## config.mk

```make
export PLATFORM = sky130hd
export DESIGN_NAME = des_key_sequencer_flat
export DESIGN_NICKNAME = d
export VERILOG_FILES = /design/src/rtl/des_key_sequencer_pkg.sv /design/src/rtl/des_key_sequencer_if.sv /design/src/rtl/des_key_sequencer_sync_counter.sv /design/src/rtl/des_key_sequencer.sv /design/src/flat_wrapper.sv
export SDC_FILE = /design/constraint.sdc
export NUM_CORES = 1
export LEC_CHECK = 0
export BUFFER_PORTS_ARGS = -buffer_cell sky130_fd_sc_hd__buf_4
export CAP_MARGIN = 20
export CORE_MARGIN = 3
export CORE_UTILIZATION = 45
export DETAILED_ROUTE_END_ITERATION = 7
export GPL_ROUTABILITY_DRIVEN = 1
export GPL_TIMING_DRIVEN = 1
export MAX_ROUTING_LAYER = met4
export PLACE_DENSITY = 0.69
export SYNTH_ARGS = -nofsm -noshare
export SYNTH_HDL_FRONTEND = slang
export SYNTH_SLANG_ARGS = --single-unit
export TNS_END_PERCENT = 50
```

## constraint.sdc

```tcl
create_clock -name clk -period 2.2 [get_ports clk]
set_input_delay 0.44 -clock clk [delete_from_list [all_inputs] [get_ports clk]]
set_output_delay 0.44 -clock clk [all_outputs]
set_load 0.1 [all_outputs]
```

## src/rtl/des_key_sequencer_pkg.sv

```systemverilog
// -----------------------------------------------------------------------------
// des_pkg
//   Shared types and constants for the DES key schedule blocks (sequencer,
//   key generator, round datapath).
//   - state_t    : sequencer FSM states
//   - DES_ROUNDS : rounds per key pass
//   - DES_KEYS   : key passes per triple-DES block
//   - ROUND_W    : width of round_count (holds 0..DES_ROUNDS)
//   - KEY_W      : width of key_count (holds 0..DES_KEYS-1)
//   - SUBKEY_W   : width of the subkey round index (0..DES_ROUNDS-1)
// -----------------------------------------------------------------------------
package des_pkg;

    typedef enum logic [1:0] {
        IDLE  = 2'd0,
        LOAD  = 2'd1,
        ROUND = 2'd2,
        DONE  = 2'd3
    } state_t;

    localparam int DES_ROUNDS = 16;
    localparam int DES_KEYS   = 3;
    localparam int ROUND_W    = 5;
    localparam int KEY_W      = 2;
    localparam int SUBKEY_W   = 4;

endpackage

```

## src/rtl/des_key_sequencer_if.sv

```systemverilog
// -----------------------------------------------------------------------------
// des_key_sequencer_if
//   Bundle between the block controller / key generator / round datapath and
//   the key sequencer.
//   master : block controller side (drives start, reverse_in, hold; observes
//            everything the sequencer produces)
//   slave  : sequencer side
//   Signals:
//     start, reverse_in, hold        - requests from the controller/datapath
//     busy, done, reverse            - block-level status
//     key_enable, round_count,
//     key_count, cnt_rollover,
//     key_rollover                   - key generator controls
//     subkey_valid, subkey_round     - subkey qualification for the datapath
// -----------------------------------------------------------------------------
interface des_key_sequencer_if;
    import des_pkg::*;

    logic                start;
    logic                reverse_in;
    logic                hold;
    logic                busy;
    logic                done;
    logic                reverse;
    logic                key_enable;
    logic [ROUND_W-1:0]  round_count;
    logic [KEY_W-1:0]    key_count;
    logic                cnt_rollover;
    logic                key_rollover;
    logic                subkey_valid;
    logic [SUBKEY_W-1:0] subkey_round;

    modport master (
        output start, reverse_in, hold,
        input  busy, done, reverse, key_enable, round_count, key_count,
        input  cnt_rollover, key_rollover, subkey_valid, subkey_round
    );

    modport slave (
        input  start, reverse_in, hold,
        output busy, done, reverse, key_enable, round_count, key_count,
        output cnt_rollover, key_rollover, subkey_valid, subkey_round
    );

endinterface

```

## src/rtl/des_key_sequencer_sync_counter.sv

```systemverilog
// -----------------------------------------------------------------------------
// sync_counter
//   Up counter 0..MAX with wrap to 0.
//   Ports:
//     clk     - clock
//     rst     - synchronous active-high reset
//     clr_i   - synchronous clear (same effect as rst, used for run restart)
//     en_i    - count enable
//     count_o - current count
//     roll_o  - high when counting from MAX this cycle (en_i && count==MAX)
// -----------------------------------------------------------------------------
module sync_counter #(
    parameter int WIDTH = 5,
    parameter int MAX   = 16
) (
    input  logic             clk,
    input  logic             rst,
    input  logic             clr_i,
    input  logic             en_i,
    output logic [WIDTH-1:0] count_o,
    output logic             roll_o
);

    localparam logic [WIDTH-1:0] MAX_V = WIDTH'(MAX);

    logic [WIDTH-1:0] cnt_q, cnt_d;

    assign roll_o  = en_i && (cnt_q == MAX_V);
    assign count_o = cnt_q;

    always_comb begin
        cnt_d = cnt_q;
        if (clr_i) begin
            cnt_d = '0;
        end else if (en_i) begin
            cnt_d = roll_o ? '0 : cnt_q + WIDTH'(1);
        end
    end

    always_ff @(posedge clk) begin
        if (rst) begin
            cnt_q <= '0;
        end else begin
            cnt_q <= cnt_d;
        end
    end

endmodule

```

## src/rtl/des_key_sequencer.sv

```systemverilog
// -----------------------------------------------------------------------------
// des_key_sequencer
//   Walks NUM_KEYS key passes (one LOAD cycle + NUM_ROUNDS round cycles each)
//   for one triple-DES block and drives the key generator controls plus
//   subkey qualification for the Feistel datapath.
//   Ports:
//     clk  - clock
//     rst  - synchronous active-high reset (abandons any run, no done pulse)
//     bus  - des_key_sequencer_if.slave (handshake, key generator controls,
//            subkey valid/round)
//   Parameters:
//     NUM_ROUNDS - rounds per key pass
//     NUM_KEYS   - key passes per block
// -----------------------------------------------------------------------------
module des_key_sequencer
    import des_pkg::*;
#(
    parameter int NUM_ROUNDS = DES_ROUNDS,
    parameter int NUM_KEYS   = DES_KEYS
) (
    input logic               clk,
    input logic               rst,
    des_key_sequencer_if.slave bus
);

    state_t              state_q, state_d;
    logic                reverse_q, reverse_d;
    logic                subkey_valid_q, subkey_valid_d;
    logic [SUBKEY_W-1:0] subkey_round_q, subkey_round_d;

    logic                run_active;
    logic                key_enable;
    logic                start_acc;
    logic [ROUND_W-1:0]  round_count;
    logic [KEY_W-1:0]    key_count;
    logic                cnt_roll;
    logic                key_roll;

    assign run_active = (state_q == LOAD) || (state_q == ROUND);
    // hold freezes the sequence by killing the enable, which in turn gates
    // both counters and both rollover strobes.
    assign key_enable = run_active && !bus.hold;
    assign start_acc  = (state_q == IDLE) && bus.start;

    // Round counter: 0 in LOAD, 1..NUM_ROUNDS in ROUND, wraps back to 0 on
    // the rollover cycle so the next LOAD sees 0.
    sync_counter #(
        .WIDTH (ROUND_W),
        .MAX   (NUM_ROUNDS)
    ) u_round_cnt (
        .clk     (clk),
        .rst     (rst),
        .clr_i   (start_acc),
        .en_i    (key_enable),
        .count_o (round_count),
        .roll_o  (cnt_roll)
    );

    // Key counter advances on each round rollover; its own rollover on the
    // last pass is key_rollover and leaves it back at 0.
    sync_counter #(
        .WIDTH (KEY_W),
        .MAX   (NUM_KEYS - 1)
    ) u_key_cnt (
        .clk     (clk),
        .rst     (rst),
        .clr_i   (start_acc),
        .en_i    (cnt_roll),
        .count_o (key_count),
        .roll_o  (key_roll)
    );

    always_comb begin
        state_d   = state_q;
        reverse_d = reverse_q;
        case (state_q)
            IDLE: begin
                if (bus.start) begin
                    state_d   = LOAD;
                    reverse_d = bus.reverse_in;
                end
            end
            LOAD: begin
                if (!bus.hold) state_d = ROUND;
            end
            ROUND: begin
                if (key_roll)      state_d = DONE;
                else if (cnt_roll) state_d = LOAD;
            end
            DONE:    state_d = IDLE;
            default: state_d = IDLE;
        endcase
    end

    // The key generator registers the subkey on key_enable, so the subkey for
    // round r (round_count = r+1) is usable one cycle later.
    always_comb begin
        subkey_valid_d = key_enable && (round_count != '0);
        subkey_round_d = '0;
        if (subkey_valid_d) subkey_round_d = SUBKEY_W'(round_count - ROUND_W'(1));
    end

    always_ff @(posedge clk) begin
        if (rst) begin
            state_q        <= IDLE;
            reverse_q      <= 1'b0;
            subkey_valid_q <= 1'b0;
            subkey_round_q <= '0;
        end else begin
            state_q        <= state_d;
            reverse_q      <= reverse_d;
            subkey_valid_q <= subkey_valid_d;
            subkey_round_q <= subkey_round_d;
        end
    end

    assign bus.busy         = (state_q != IDLE);
    assign bus.done         = (state_q == DONE);
    assign bus.reverse      = reverse_q;
    assign bus.key_enable   = key_enable;
    assign bus.round_count  = round_count;
    assign bus.key_count    = key_count;
    assign bus.cnt_rollover = cnt_roll;
    assign bus.key_rollover = key_roll;
    assign bus.subkey_valid = subkey_valid_q;
    assign bus.subkey_round = subkey_round_q;

endmodule

```

## src/flat_wrapper.sv

```systemverilog
// flat-port wrapper written by rule: the top's interface ports become plain ports
module des_key_sequencer_flat import des_pkg::*;
#(
    parameter int NUM_ROUNDS = DES_ROUNDS,
    parameter int NUM_KEYS   = DES_KEYS
)
  (clk, rst, bus_start, bus_reverse_in, bus_hold, bus_busy, bus_done, bus_reverse, bus_key_enable, bus_round_count, bus_key_count, bus_cnt_rollover, bus_key_rollover, bus_subkey_valid, bus_subkey_round);
  des_key_sequencer_if bus_i ();
  input logic clk;
  input logic rst;
  input wire logic [$bits(bus_i.start)-1:0] bus_start;
  input wire logic [$bits(bus_i.reverse_in)-1:0] bus_reverse_in;
  input wire logic [$bits(bus_i.hold)-1:0] bus_hold;
  output wire logic [$bits(bus_i.busy)-1:0] bus_busy;
  output wire logic [$bits(bus_i.done)-1:0] bus_done;
  output wire logic [$bits(bus_i.reverse)-1:0] bus_reverse;
  output wire logic [$bits(bus_i.key_enable)-1:0] bus_key_enable;
  output wire logic [$bits(bus_i.round_count)-1:0] bus_round_count;
  output wire logic [$bits(bus_i.key_count)-1:0] bus_key_count;
  output wire logic [$bits(bus_i.cnt_rollover)-1:0] bus_cnt_rollover;
  output wire logic [$bits(bus_i.key_rollover)-1:0] bus_key_rollover;
  output wire logic [$bits(bus_i.subkey_valid)-1:0] bus_subkey_valid;
  output wire logic [$bits(bus_i.subkey_round)-1:0] bus_subkey_round;
  assign bus_i.start = bus_start;
  assign bus_i.reverse_in = bus_reverse_in;
  assign bus_i.hold = bus_hold;
  assign bus_busy = bus_i.busy;
  assign bus_done = bus_i.done;
  assign bus_reverse = bus_i.reverse;
  assign bus_key_enable = bus_i.key_enable;
  assign bus_round_count = bus_i.round_count;
  assign bus_key_count = bus_i.key_count;
  assign bus_cnt_rollover = bus_i.cnt_rollover;
  assign bus_key_rollover = bus_i.key_rollover;
  assign bus_subkey_valid = bus_i.subkey_valid;
  assign bus_subkey_round = bus_i.subkey_round;
  des_key_sequencer #(.NUM_ROUNDS(NUM_ROUNDS), .NUM_KEYS(NUM_KEYS)) u_core (.clk(clk), .rst(rst), .bus(bus_i));
endmodule
```

* Word-level counts from Yosys, hierarchy flattened *
Cells that the tools add are included.

storage, ports and cells
  bits in registers = 15
  input port bits = 5
  output and inout port bits = 18
  logic and storage cells = 39

operators by class
  $add $sub $neg = 3
  eq/ne operators = 8
  muxes and demuxes = 7
  bitwise logic cells = 1
  reduce and logical (&&, ||, !) cells = 14

operators by type and width
  operator                                                             count
  2-bit two-way mux                                                    5
  2-bit one-hot mux with 4 select lines                                1
  2-bit == test (second input constant)                                3
  5-bit by 1-bit adder with 5-bit output (second input constant)       1
  5-bit == test (second input constant)                                1
  1-bit logical AND                                                    5
  5-bit two-way mux                                                    1
  5-bit nonzero test                                                   1
  2-bit inequality test (second input constant)                        2
  2-bit OR reduction                                                   2
  4-bit by 1-bit subtractor with 4-bit output (second input constant)  1
  3-bit inequality test (second input constant)                        1
  3-bit AND reduction                                                  1
  2-bit by 1-bit adder with 2-bit output (second input constant)       1
  2-bit by 1-bit == test with 1-bit output (second input constant)     1
  2-bit zero test                                                      1
  2-bit AND reduction                                                  1
  2-bit nonzero test                                                   1
  1-bit zero test                                                      1
  1-bit logical OR                                                     1
  1-bit NOT                                                            1

* Depth between registers and ports, before layout *
Gate-level depths: netlist of the first run.

  depth after elaboration = 7
  depth in mapped cells = 8
  depth with buffers taken out = 8

* Modules after synthesis *
Synthesis of the first run repeated with hierarchy kept, for this count alone.

unflattened totals
  cells, all modules = 81
  area, all modules = 779.5 um^2

modules (own cells, without submodules)
  module                              instances  cells each  area each (um^2)  sequential area each (um^2)
  des_key_sequencer                   1          42          420.4             160.2
  sync_counter at u_core.u_round_cnt  1          29          262.8             100.1
  sync_counter at u_core.u_key_cnt    1          10          96.3              40.0

* Worst setup path after synthesis of the first run *
Ideal clock, no wire load.

  path kind = reg-to-output
  from = reg u_core.u_round_cnt.cnt_q[0] (netlist: u_core.u_round_cnt.count_o[0])
  to = out bus_key_rollover
  data arrival time = 3,523 ps
  required time = 1,760 ps
  slack = -1,763 ps
  cell stages (with the launch flop) = 6
  path buffers = 0
  path through = dfxtp_1 > inv_1 > ha_1 > nor3b_4 > nand3_4 > nor3_1

on the way
  longest elaborated chain between the ends = 3

ends and longest elaborated chain
  element                          RTL line                              RTL
  start, declared                  des_key_sequencer_sync_counter.sv:26  logic [WIDTH-1:0] cnt_q, cnt_d;
  start signal, assigned           des_key_sequencer_sync_counter.sv:44  cnt_q <= cnt_d;
  5-bit == test                    des_key_sequencer_sync_counter.sv:28  assign roll_o = en_i && (cnt_q == MAX_V);
  1-bit logical AND (2 in series)  des_key_sequencer_sync_counter.sv:28
  end, declared                    flat_wrapper.sv:21                    output wire logic [$bits(bus_i.key_rollover)-1:0] bus_key_rollover;

Every way passes these cells.

* Final worst setup path of the first run *
Same ends and word-level chain as after synthesis.

==> run_results.csv, run 1 <==
group,metric,value,unit
critical_path,path_class,"flip-flop to output pin",
cells_and_area,regArea,314,um^2
clock_tree,clock-root-buffer,"clkbuf_4",
timing,final.setup.worst_slack,0.0681,ns
place,dp_slack,0.162,ns
cells_and_area,num-fill-cells,110,
power_and_ir_drop,leakage,0.541,nW
cells_and_area,antenna_cells,0,
critical_path,cp.required,1.76,ns
logic_synthesis,syn_area_per_cell,9.07,um^2
clock_tree,clk_pin_slew,0.10,ns
logic_synthesis,synthFlopType,"dfxtp_1",
timing,tns,0,ns
logic_synthesis,ys_top_cells_by_area,"dfxtp_1, ha_1, inv_1, nor2_1, xnor2_1",
critical_path,startpoint_type,"flip-flop",
die,core_area,0.00154,mm^2
route,routed-via-count,747,
clock_tree,cts_num_sinks,15,
clock_tree,holdBufCountCts,0,
global_route,grt_pass1_vias,567,
clock_tree,clockBufferDepth,2,
clock_tree,clk_latency,0.29,ns
logic_synthesis,synth_edf_count,0,
outcome,status,"complete, no violations",
route,ant_nets,0,
logic_synthesis,ys_seq_elements,15,
timing,setup_viol,0,
logic_synthesis,synthCells,84,
cells_and_area,syn2layout_area_growth,53.7,%
cells_and_area,final_common_cell,"buf_4",
route,finalWirelength,1980,um
place,dp_hpwl,1170,um
min_path,hp-class,"input pin to flip-flop",
logic_synthesis,ys_seq_area_share,39.4,%
cells_and_area,multi_input_area,449,um^2
logic_synthesis,yosysTopAreaCell,"dfxtp_1",
job,cap_viol_max_count,0,
logic_synthesis,yosysUniqueCellTypes,28,
die,rows,14,
logic_synthesis,synth.net_count,97,
cells_and_area,final_nets,138,
timing,slew_viol_final,0,
clock_tree,numCtsBuffers,3,
die,fp.dieH,47.2,um
global_route,grt_max_degree,11,
timing,clock_skew,0.00488,ns
timing,timing.slew.headroom,77.9,%
die,dieArea,0.00222,mm^2
place,dp_cells,121,
global_route,grt_use_total,17.0,%
place,io_buffers,22,
global_route,antenna_found_initial,0,
logic_synthesis,yosysTopAreaCellShare,39.4,%
timing,tightest_slew,0.331,ns
place,place_congestion,0.764,
cells_and_area,stdcell_count,140,
critical_path,arrival,1.69,ns
die,die_w,47.2,um
die,initial_utilization,49.4,%
timing,clock.fmax,0.469,GHz
critical_path,critPathMaxFanout,8,
timing,hold_viol,0,
timing,period_share,96.9,%
clock_tree,h-tree-depth,1,
power_and_ir_drop,power_density,1090,mW/mm^2
timing,period_needed,2.13,ns
cells_and_area,drive_gt1_share,49.2,%
route,drt_iter0_markers,17,
route,wl_per_cell,14.1,um
route,viasPerCell,5.34,
global_route,grt_pass1_wl,2530,um
critical_path,end_kind,"output pin",
clock_tree,tritoncts,"done",
logic_synthesis,syn_area,762,um^2
logic_synthesis,yosys_warnings,0,
route,drc_errors,0,
die,io_pins,23,
route,firstDrtPassIters,4,
power_and_ir_drop,peakVddDrop,739,uV
global_route,gr-total-overflow,0,
cells_and_area,most-common-layout-cells,"buf_4, nor2_1, dfxtp_1",
logic_synthesis,async_flop_share,0,%
[repair_timing]
item,CTS,global route
pin swaps,1,4
endpoints found under the setup margin,2,2
buffers inserted,4,11
gates resized for setup,5,10
[layer usage]
| metal | vias up | track usage, % | part of all wire [%] |
|---|---|---|---|
| li1 | 361 | - | - |
| met1 | 349 | 22.7 | 45 |
| met2 | 33 | 24.1 | 47 |
| met3 | 4 | 2.30 | 6.5 |
| met4 | 0 | 9.94 | 1.2 |
| met5 | - | - | 0 |
[where the power goes]
group	switching, mW	internal (mW)
logic	0.501	0.288
registers	0.0252	0.303
clock network	0.0964	0.0692
[final timing paths]
check	start	to	slack, ns	cells past startpoint
setup / recovery	u_core.u_round_cnt.count_o[0]$_SDFFE_PP0P_	bus_key_rollover	0.07	6
hold / removal	rst	u_core.bus.reverse$_SDFFE_PP0P_	0.36	2
setup reg to reg	u_core.state_q[0]$_SDFFE_PP0P_	u_core.state_q[1]$_SDFFE_PP0P_	0.57	9
hold reg to reg	u_core.u_round_cnt.count_o[0]$_SDFFE_PP0P_	u_core.bus.subkey_round[0]$_SDFF_PP0_	0.50	1
[logic make-up (layout without fill, tap and decap cells)]
family | after synthesis | count (layout) | synth area share, %
and+or+nand+nor | 27 | 27 | 19.9
AOI/OAI and AO/OA | 16 | 16 | 14.5
DFF | 15 | 15 | 39.4
buffers and inverters | 13 | 53 | 7.39
adders and majority gates | 8 | 8 | 13.1
xor gates and xnor gates | 5 | 5 | 5.75
[registers in the layout (all words and copies together), names as in the netlist]
signal	cells
u_core.state_q	2
u_core.bus.reverse	1
u_core.u_round_cnt.count_o	5
u_core.u_key_cnt.count_o	2
u_core.bus.subkey_valid	1
u_core.bus.subkey_round	4
[stage by stage]
step	total power [mW]	hold WS [ns]	area [um^2]	util (%)
detailed placement	0.916	0.469	975	63.2
floorplan	0.808	0.477	801	-
CTS	1.13	0.349	1050	68.4
finish	1.28	0.365	1170	76.0
global placement	0.911	0.465	975	63.2
global route	1.34	0.367	1170	76.0
[layout make-up]
cell class / count / area share, %
inverter: 12 / 5.13
clock buffer: 3 / 1.92
multi-input combinational: 56 / 38.4
clock inverter: 1 / 0.641
timing repair buffer: 37 / 25.4
tap: 16 / 1.71
sequential: 15 / 26.8
[synth_stat cells (2+ instances only)]
master,n
a21oi_1,5
nand4_1,2
dfxtp_1,15
ha_1,8
nand2_1,6
nor3_1,3
nor2_1,8
inv_1,11
xor2_1,2
nand3_1,3
a21boi_0,2
xnor2_1,3
[worst max-delay path: stages (launching register included)]
cell and delay, ns:
dfxtp_4 0.38, inv_4 0.07, ha_4 0.11, nor3b_4 0.26, nand3_4 0.16, nor3_4 0.22
buf_12 0.20
(Power assumes the default switching activity.)
==> run 2: changes to the inputs <==
--- a/config.mk
+++ b/config.mk
@@ -13,7 +13,7 @@
 export GPL_ROUTABILITY_DRIVEN = 1
 export GPL_TIMING_DRIVEN = 1
 export MAX_ROUTING_LAYER = met4
-export PLACE_DENSITY = 0.69
+export PLACE_DENSITY = 0.8
 export SYNTH_ARGS = -nofsm -noshare
 export SYNTH_HDL_FRONTEND = slang
 export SYNTH_SLANG_ARGS = --single-unit
==> run 2 against run 1 <==
Net effect: clock-buffer cell count stayed put; combinational power fell by 13%; clock skew is 0.0028 ns lower; sequential share of layout area increased by 1.5 points; clock power fell by 5%; hold slack lost 0.00067 ns; global-route usage shrank 1.1 points; sequential power about the same; critical path depth did not move; die area did not move; critical path type unchanged; via count down 10%.
==> run_results.csv, run 2 (synthesized netlist as in run 1, its figures left out) <==
group,metric,value,unit
critical_path,critPathMaxFanout,6,
critical_path,cp.required,1.76,ns
outcome,status,"complete, no violations",
route,viasPerCell,4.97,
critical_path,regToRegSetupSlack,0.55,ns
global_route,grt_pass1_vias,593,
clock_tree,holdBufCountCts,0,
clock_tree,numCtsBuffers,3,
timing,hold_viol,0,
power_and_ir_drop,power_density,1050,mW/mm^2
die,rows,14,
critical_path,max_stage_delay,0.38,ns
power_and_ir_drop,power,1.17,mW
global_route,grt_use_total,15.9,%
critical_path,end_kind,"output pin",
power_and_ir_drop,peakVddDrop,900,uV
critical_path,timing.rr.start,"u_core.u_round_cnt.count_o[0]$_SDFFE_PP0P_",
critical_path,path_class,"flip-flop to output pin",
route,ant_nets,0,
place,place_congestion,0.728,
timing,period_needed,2.11,ns
cells_and_area,most-common-layout-cells,"buf_4, inv_1, nor2_1, dfxtp_1, ha_1",
critical_path,worst_path_max_delay_cell,"dfxtp_4",
clock_tree,h-tree-depth,1,
global_route,grt_pass1_wl,2440,um
place,dp_hpwl,1140,um
timing,timing.slew.headroom,79.4,%
die,fp.dieH,47.2,um
place,io_buffers,22,
timing,slew_viol_final,0,
die,io_pins,23,
cells_and_area,antenna_cells,0,
die,die_w,47.2,um
timing,clock_skew,0.00206,ns
clock_tree,tritoncts,"done",
cells_and_area,largest_reg_flops,5,
cells_and_area,num-fill-cells,118,
critical_path,cp_num_cells,6,
route,wl_per_cell,12.0,um
die,core_area,0.00154,mm^2
global_route,antenna_found_initial,0,
critical_path,startpoint_type,"flip-flop",
die,dieArea,0.00222,mm^2
timing,period_share,95.8,%
cells_and_area,final_nets,133,
global_route,gr-total-overflow,0,
cells_and_area,drive_gt1_share,45.4,%
critical_path,critPathTopFamily,"simple AND/OR/NAND/NOR gates",
critical_path,r2r_cells,7,
critical_path,arrival,1.67,ns
route,drc_errors,0,
clock_tree,clk_pin_slew,0.09,ns
critical_path,crit_start,"u_core.u_round_cnt.count_o[0]$_SDFFE_PP0P_",
route,firstDrtPassIters,4,
die,initial_utilization,49.4,%
timing,setup_viol,0,
timing,clock.fmax,0.475,GHz
route,drt_iter0_markers,9,
job,cap_viol_max_count,0,
critical_path,r2r-end,"u_core.u_key_cnt.count_o[0]$_SDFFE_PP0N_",
critical_path,path_cells,"inv_2 > ha_1 > nor3b_4 > nand3_4 > nor3_4 > buf_12",
power_and_ir_drop,leakage,0.515,nW
clock_tree,clockBufferDepth,2,
cells_and_area,final_util,72.0,%
timing,whs,0.364,ns
cells_and_area,syn2layout_area_growth,45.6,%
cells_and_area,multi_input_area,437,um^2
clock_tree,clk_latency,0.28,ns
global_route,grt_max_degree,10,
cells_and_area,final_common_cell,"buf_4",
clock_tree,cts_num_sinks,15,
critical_path,worstSetupEndpoint,"bus_key_rollover",
route,finalWirelength,1630,um
min_path,hp-class,"input pin to flip-flop",
route,routed-via-count,671,
clock_tree,clock-root-buffer,"clkbuf_4",
critical_path,path_buf_inv,2,
cells_and_area,regArea,314,um^2
timing,tightest_slew,0.309,ns
run 2: cell types whose count changed in the layout (fill, tap and decap cells not counted), sizes merged:
cell,delta
clkinv,+1
buf,-5
clkinvlp,-1
run 2: area by class of cell:
type / count / area share [%]
Sequential cell: 15 / 28.3
Clock inverter: 1 / 0.451
Multi-Input combinational cell: 56 / 39.3
Timing Repair Buffer: 32 / 23.1
Tap cell: 16 / 1.80
Inverter: 12 / 4.96
Clock buffer: 3 / 2.03
run 2: layer usage:
layer | vias up | track usage, % | wire length, um
met5 | - | - | 0
met4 | 0 | 6.63 | 0
met3 | 0 | 3.45 | 106
met2 | 18 | 26.0 | 792
met1 | 303 | 18.6 | 728
li1 | 350 | - | -
run 2: worst min-delay path by stage:
stage | cells after the start | end | start | slack [ns]
floorplan | 1 | u_core.state_q[0]$_SDFFE_PP0P_ | u_core.state_q[0]$_SDFFE_PP0P_ | 0.48
detailed placement | 1 | u_core.bus.subkey_round[0]$_SDFF_PP0_ | u_core.u_round_cnt.count_o[0]$_SDFFE_PP0P_ | 0.47
CTS | 2 | u_core.bus.reverse$_SDFFE_PP0P_ | rst | 0.36
global placement | 1 | u_core.bus.subkey_round[0]$_SDFF_PP0_ | u_core.u_round_cnt.count_o[0]$_SDFFE_PP0P_ | 0.46
finish | 2 | u_core.bus.reverse$_SDFFE_PP0P_ | rst | 0.36
global route | 2 | u_core.bus.reverse$_SDFFE_PP0P_ | rst | 0.36
run 2: per-stage QoR:
stage          cell area [um^2]  setup slack (ns)  setup TNS (ns)  std cells
2_1_floorplan               801            -0.259          -0.390         84
3_3_place_gp                975             0.213               0        121
3_5_place_dp                975             0.172               0        121
4_1_cts                    1030          0.000197               0        127
5_1_grt                    1110           -0.0135         -0.0135        135
6_report                   1110            0.0928               0        135
run 2: worst register-to-register path, cell delays in order, from the launching register on:
cell	delay, ns
dfxtp_4	0.38
inv_2	0.07
ha_1	0.14
nor3b_4	0.25
nand3_4	0.14
buf_4	0.17
or3_1	0.32
a21oi_2	0.13
run 2: what timing repair did:
item	CTS	global route
resized for setup	4	5
setup buffers	2	8
setup endpoints to repair	2	2
pin swaps	1	3
run 2: report_power, final:
group	switching, mW	leakage, nW	internal, mW
Sequential	0.0233	0.125	0.303
Combinational	0.459	0.372	0.228
Clock	0.0899	0.0177	0.0673
Total	0.572	0.515	0.598
==> run 3: changes to the inputs <==
--- a/config.mk
+++ b/config.mk
@@ -14,6 +14,7 @@
 export GPL_TIMING_DRIVEN = 1
 export MAX_ROUTING_LAYER = met4
 export PLACE_DENSITY = 0.8
+export SETUP_SLACK_MARGIN = 0.3
 export SYNTH_ARGS = -nofsm -noshare
 export SYNTH_HDL_FRONTEND = slang
 export SYNTH_SLANG_ARGS = --single-unit
==> run 3 against run 2 <==
Net effect: register-to-register slack got worse by 0.21 ns; setup slack improved by 0.059 ns; design area rose by 14%.
==> run_results.csv, run 3 (synthesized netlist as in run 1, its figures left out) <==
group,metric,value,unit
outcome,status,"complete, no violations",
global_route,grt_pass1_wl,3320,um
global_route,grt_max_degree,10,
critical_path,critPathMaxFanout,4,
power_and_ir_drop,peakVddDrop,1130,uV
clock_tree,h-tree-depth,1,
timing,slew_viol_final,0,
critical_path,r2r_cells,11,
clock_tree,numCtsBuffers,3,
place,dp_slack,0.166,ns
route,routed-via-count,796,
power_and_ir_drop,power_density,1090,mW/mm^2
place,io_buffers,22,
die,io_pins,23,
clock_tree,cts_num_sinks,15,
global_route,gr-total-overflow,0,
min_path,whs_endpoint,"u_core.bus.reverse$_SDFFE_PP0P_",
global_route,use_met3,6.90,%
critical_path,path_class,"flip-flop to output pin",
route,viasPerCell,5.38,
die,core_area,0.00154,mm^2
critical_path,timing.rr.start,"u_core.state_q[0]$_SDFFE_PP0P_",
timing,clock_skew,0.00362,ns
place,dp_hpwl,1180,um
global_route,grt_use_met1,21.6,%
clock_tree,clockBufferDepth,2,
min_path,hold_start,"rst",
timing,rsz0062_at_grt,"yes",
route,wl_per_cell,15.6,um
timing,period_needed,2.05,ns
route,drc_errors,0,
global_route,grt_pass1_vias,721,
min_path,whs_path_depth,2,
clock_tree,clk_pin_slew,0.09,ns
critical_path,startpoint_type,"flip-flop",
timing,hold_viol,0,
die,dieArea,0.00222,mm^2
cells_and_area,antenna_cells,0,
route,ant_nets,0,
cells_and_area,final_util,82.0,%
global_route,antenna_found_initial,0,
clock_tree,clock-root-buffer,"clkbuf_4",
die,rows,14,
global_route,met2_usage,41.2,%
clock_tree,clk_latency,0.30,ns
critical_path,end_kind,"output pin",
route,drt_iter0_markers,6,
timing,setup_viol,0,
timing,final.setup.worst_slack,0.152,ns
timing,period_share,93.1,%
power_and_ir_drop,leakage,0.584,nW
clock_tree,holdBufCountCts,0,
cells_and_area,final_common_cell,"buf_4",
cells_and_area,drive_gt1_share,53.0,%
die,initial_utilization,49.4,%
cells_and_area,largest_reg_flops,5,
cells_and_area,syn2layout_area_growth,65.8,%
job,cap_viol_max_count,0,
clock_tree,tritoncts,"done",
route,firstDrtPassIters,4,
cells_and_area,multi_input_area,459,um^2
timing,clock.fmax,0.488,GHz
global_route,grt_use_total,22.9,%
die,die_w,47.2,um
timing,tightest_slew,0.346,ns
min_path,hp-class,"input pin to flip-flop",
cells_and_area,most-common-layout-cells,"buf_4, dfxtp_1, inv_1, nor2_1",
critical_path,regToRegSetupSlack,0.34,ns
cells_and_area,num-fill-cells,87,
die,fp.dieH,47.2,um
critical_path,arrival,1.61,ns
critical_path,cp.required,1.76,ns
timing,timing.slew.headroom,76.9,%
global_route,busiest_layer,"met2",
route,finalWirelength,2310,um
critical_path,r2r-end,"u_core.bus.subkey_round[1]$_SDFF_PP0_",
cells_and_area,regArea,314,um^2
place,place_congestion,0.769,
cells_and_area,final_nets,146,
-- run 3: worst max-delay path by stage --
stage	start	cells past startpoint	end
6_report	u_core.u_round_cnt.count_o[1]$_SDFFE_PP0P_	6	bus_cnt_rollover
5_1_grt	u_core.u_round_cnt.count_o[1]$_SDFFE_PP0P_	6	bus_cnt_rollover
4_1_cts	u_core.u_round_cnt.count_o[1]$_SDFFE_PP0P_	6	bus_key_rollover
3_5_place_dp	u_core.state_q[1]$_SDFFE_PP0P_	7	bus_key_rollover
3_3_place_gp	u_core.state_q[0]$_SDFFE_PP0P_	7	bus_key_rollover
2_1_floorplan	u_core.state_q[1]$_SDFFE_PP0P_	6	bus_key_rollover
-- run 3: report_power, final --
group / internal (mW) / switching (mW)
sequential: 0.303 / 0.0183
clock: 0.0679 / 0.0975
combinational: 0.354 / 0.534
total: 0.725 / 0.649
-- run 3: repair_timing --
item / in CTS / in global routing
gates resized for setup: 13 / 10
setup buffers: 18 / 5
pin swaps: 4 / 3
setup endpoints to repair: 3 / 8
-- run 3: layer usage --
metal / vias to the layer above / share of wire (%)
met5: - / 0
met4: 0 / 6.3
met3: 19 / 8.2
met2: 32 / 52
met1: 368 / 33
li1: 377 / -
-- run 3: worst max-delay path, stage by stage (launching register included) --
cell	delay, ns
dfxtp_4	0.36
inv_4	0.06
ha_4	0.12
nor3b_4	0.25
nand3_4	0.13
inv_1	0.18
buf_12	0.20
-- run 3: stage by stage --
| stage | area, um^2 | power (mW) | hold WS [ns] | instances | setup TNS, ns |
|---|---|---|---|---|---|
| floorplan | 801 | 0.808 | 0.477 | 84 | -0.390 |
| global placement | 975 | 0.905 | 0.466 | 121 | 0 |
| detailed placement | 975 | 0.913 | 0.467 | 121 | 0 |
| CTS | 1180 | 1.26 | 0.345 | 143 | 0 |
| global route | 1260 | 1.43 | 0.350 | 148 | 0 |
| finish | 1260 | 1.37 | 0.350 | 148 | 0 |
-- run 3: final cells by class --
cell class | count | share of cell area, %
clock inverter | 1 | 0.396
clock buffer | 3 | 1.78
sequential | 15 | 24.9
multi-input combinational | 56 | 36.3
tap | 16 | 1.58
timing repair buffer | 45 | 30.5
inverter | 12 | 4.55
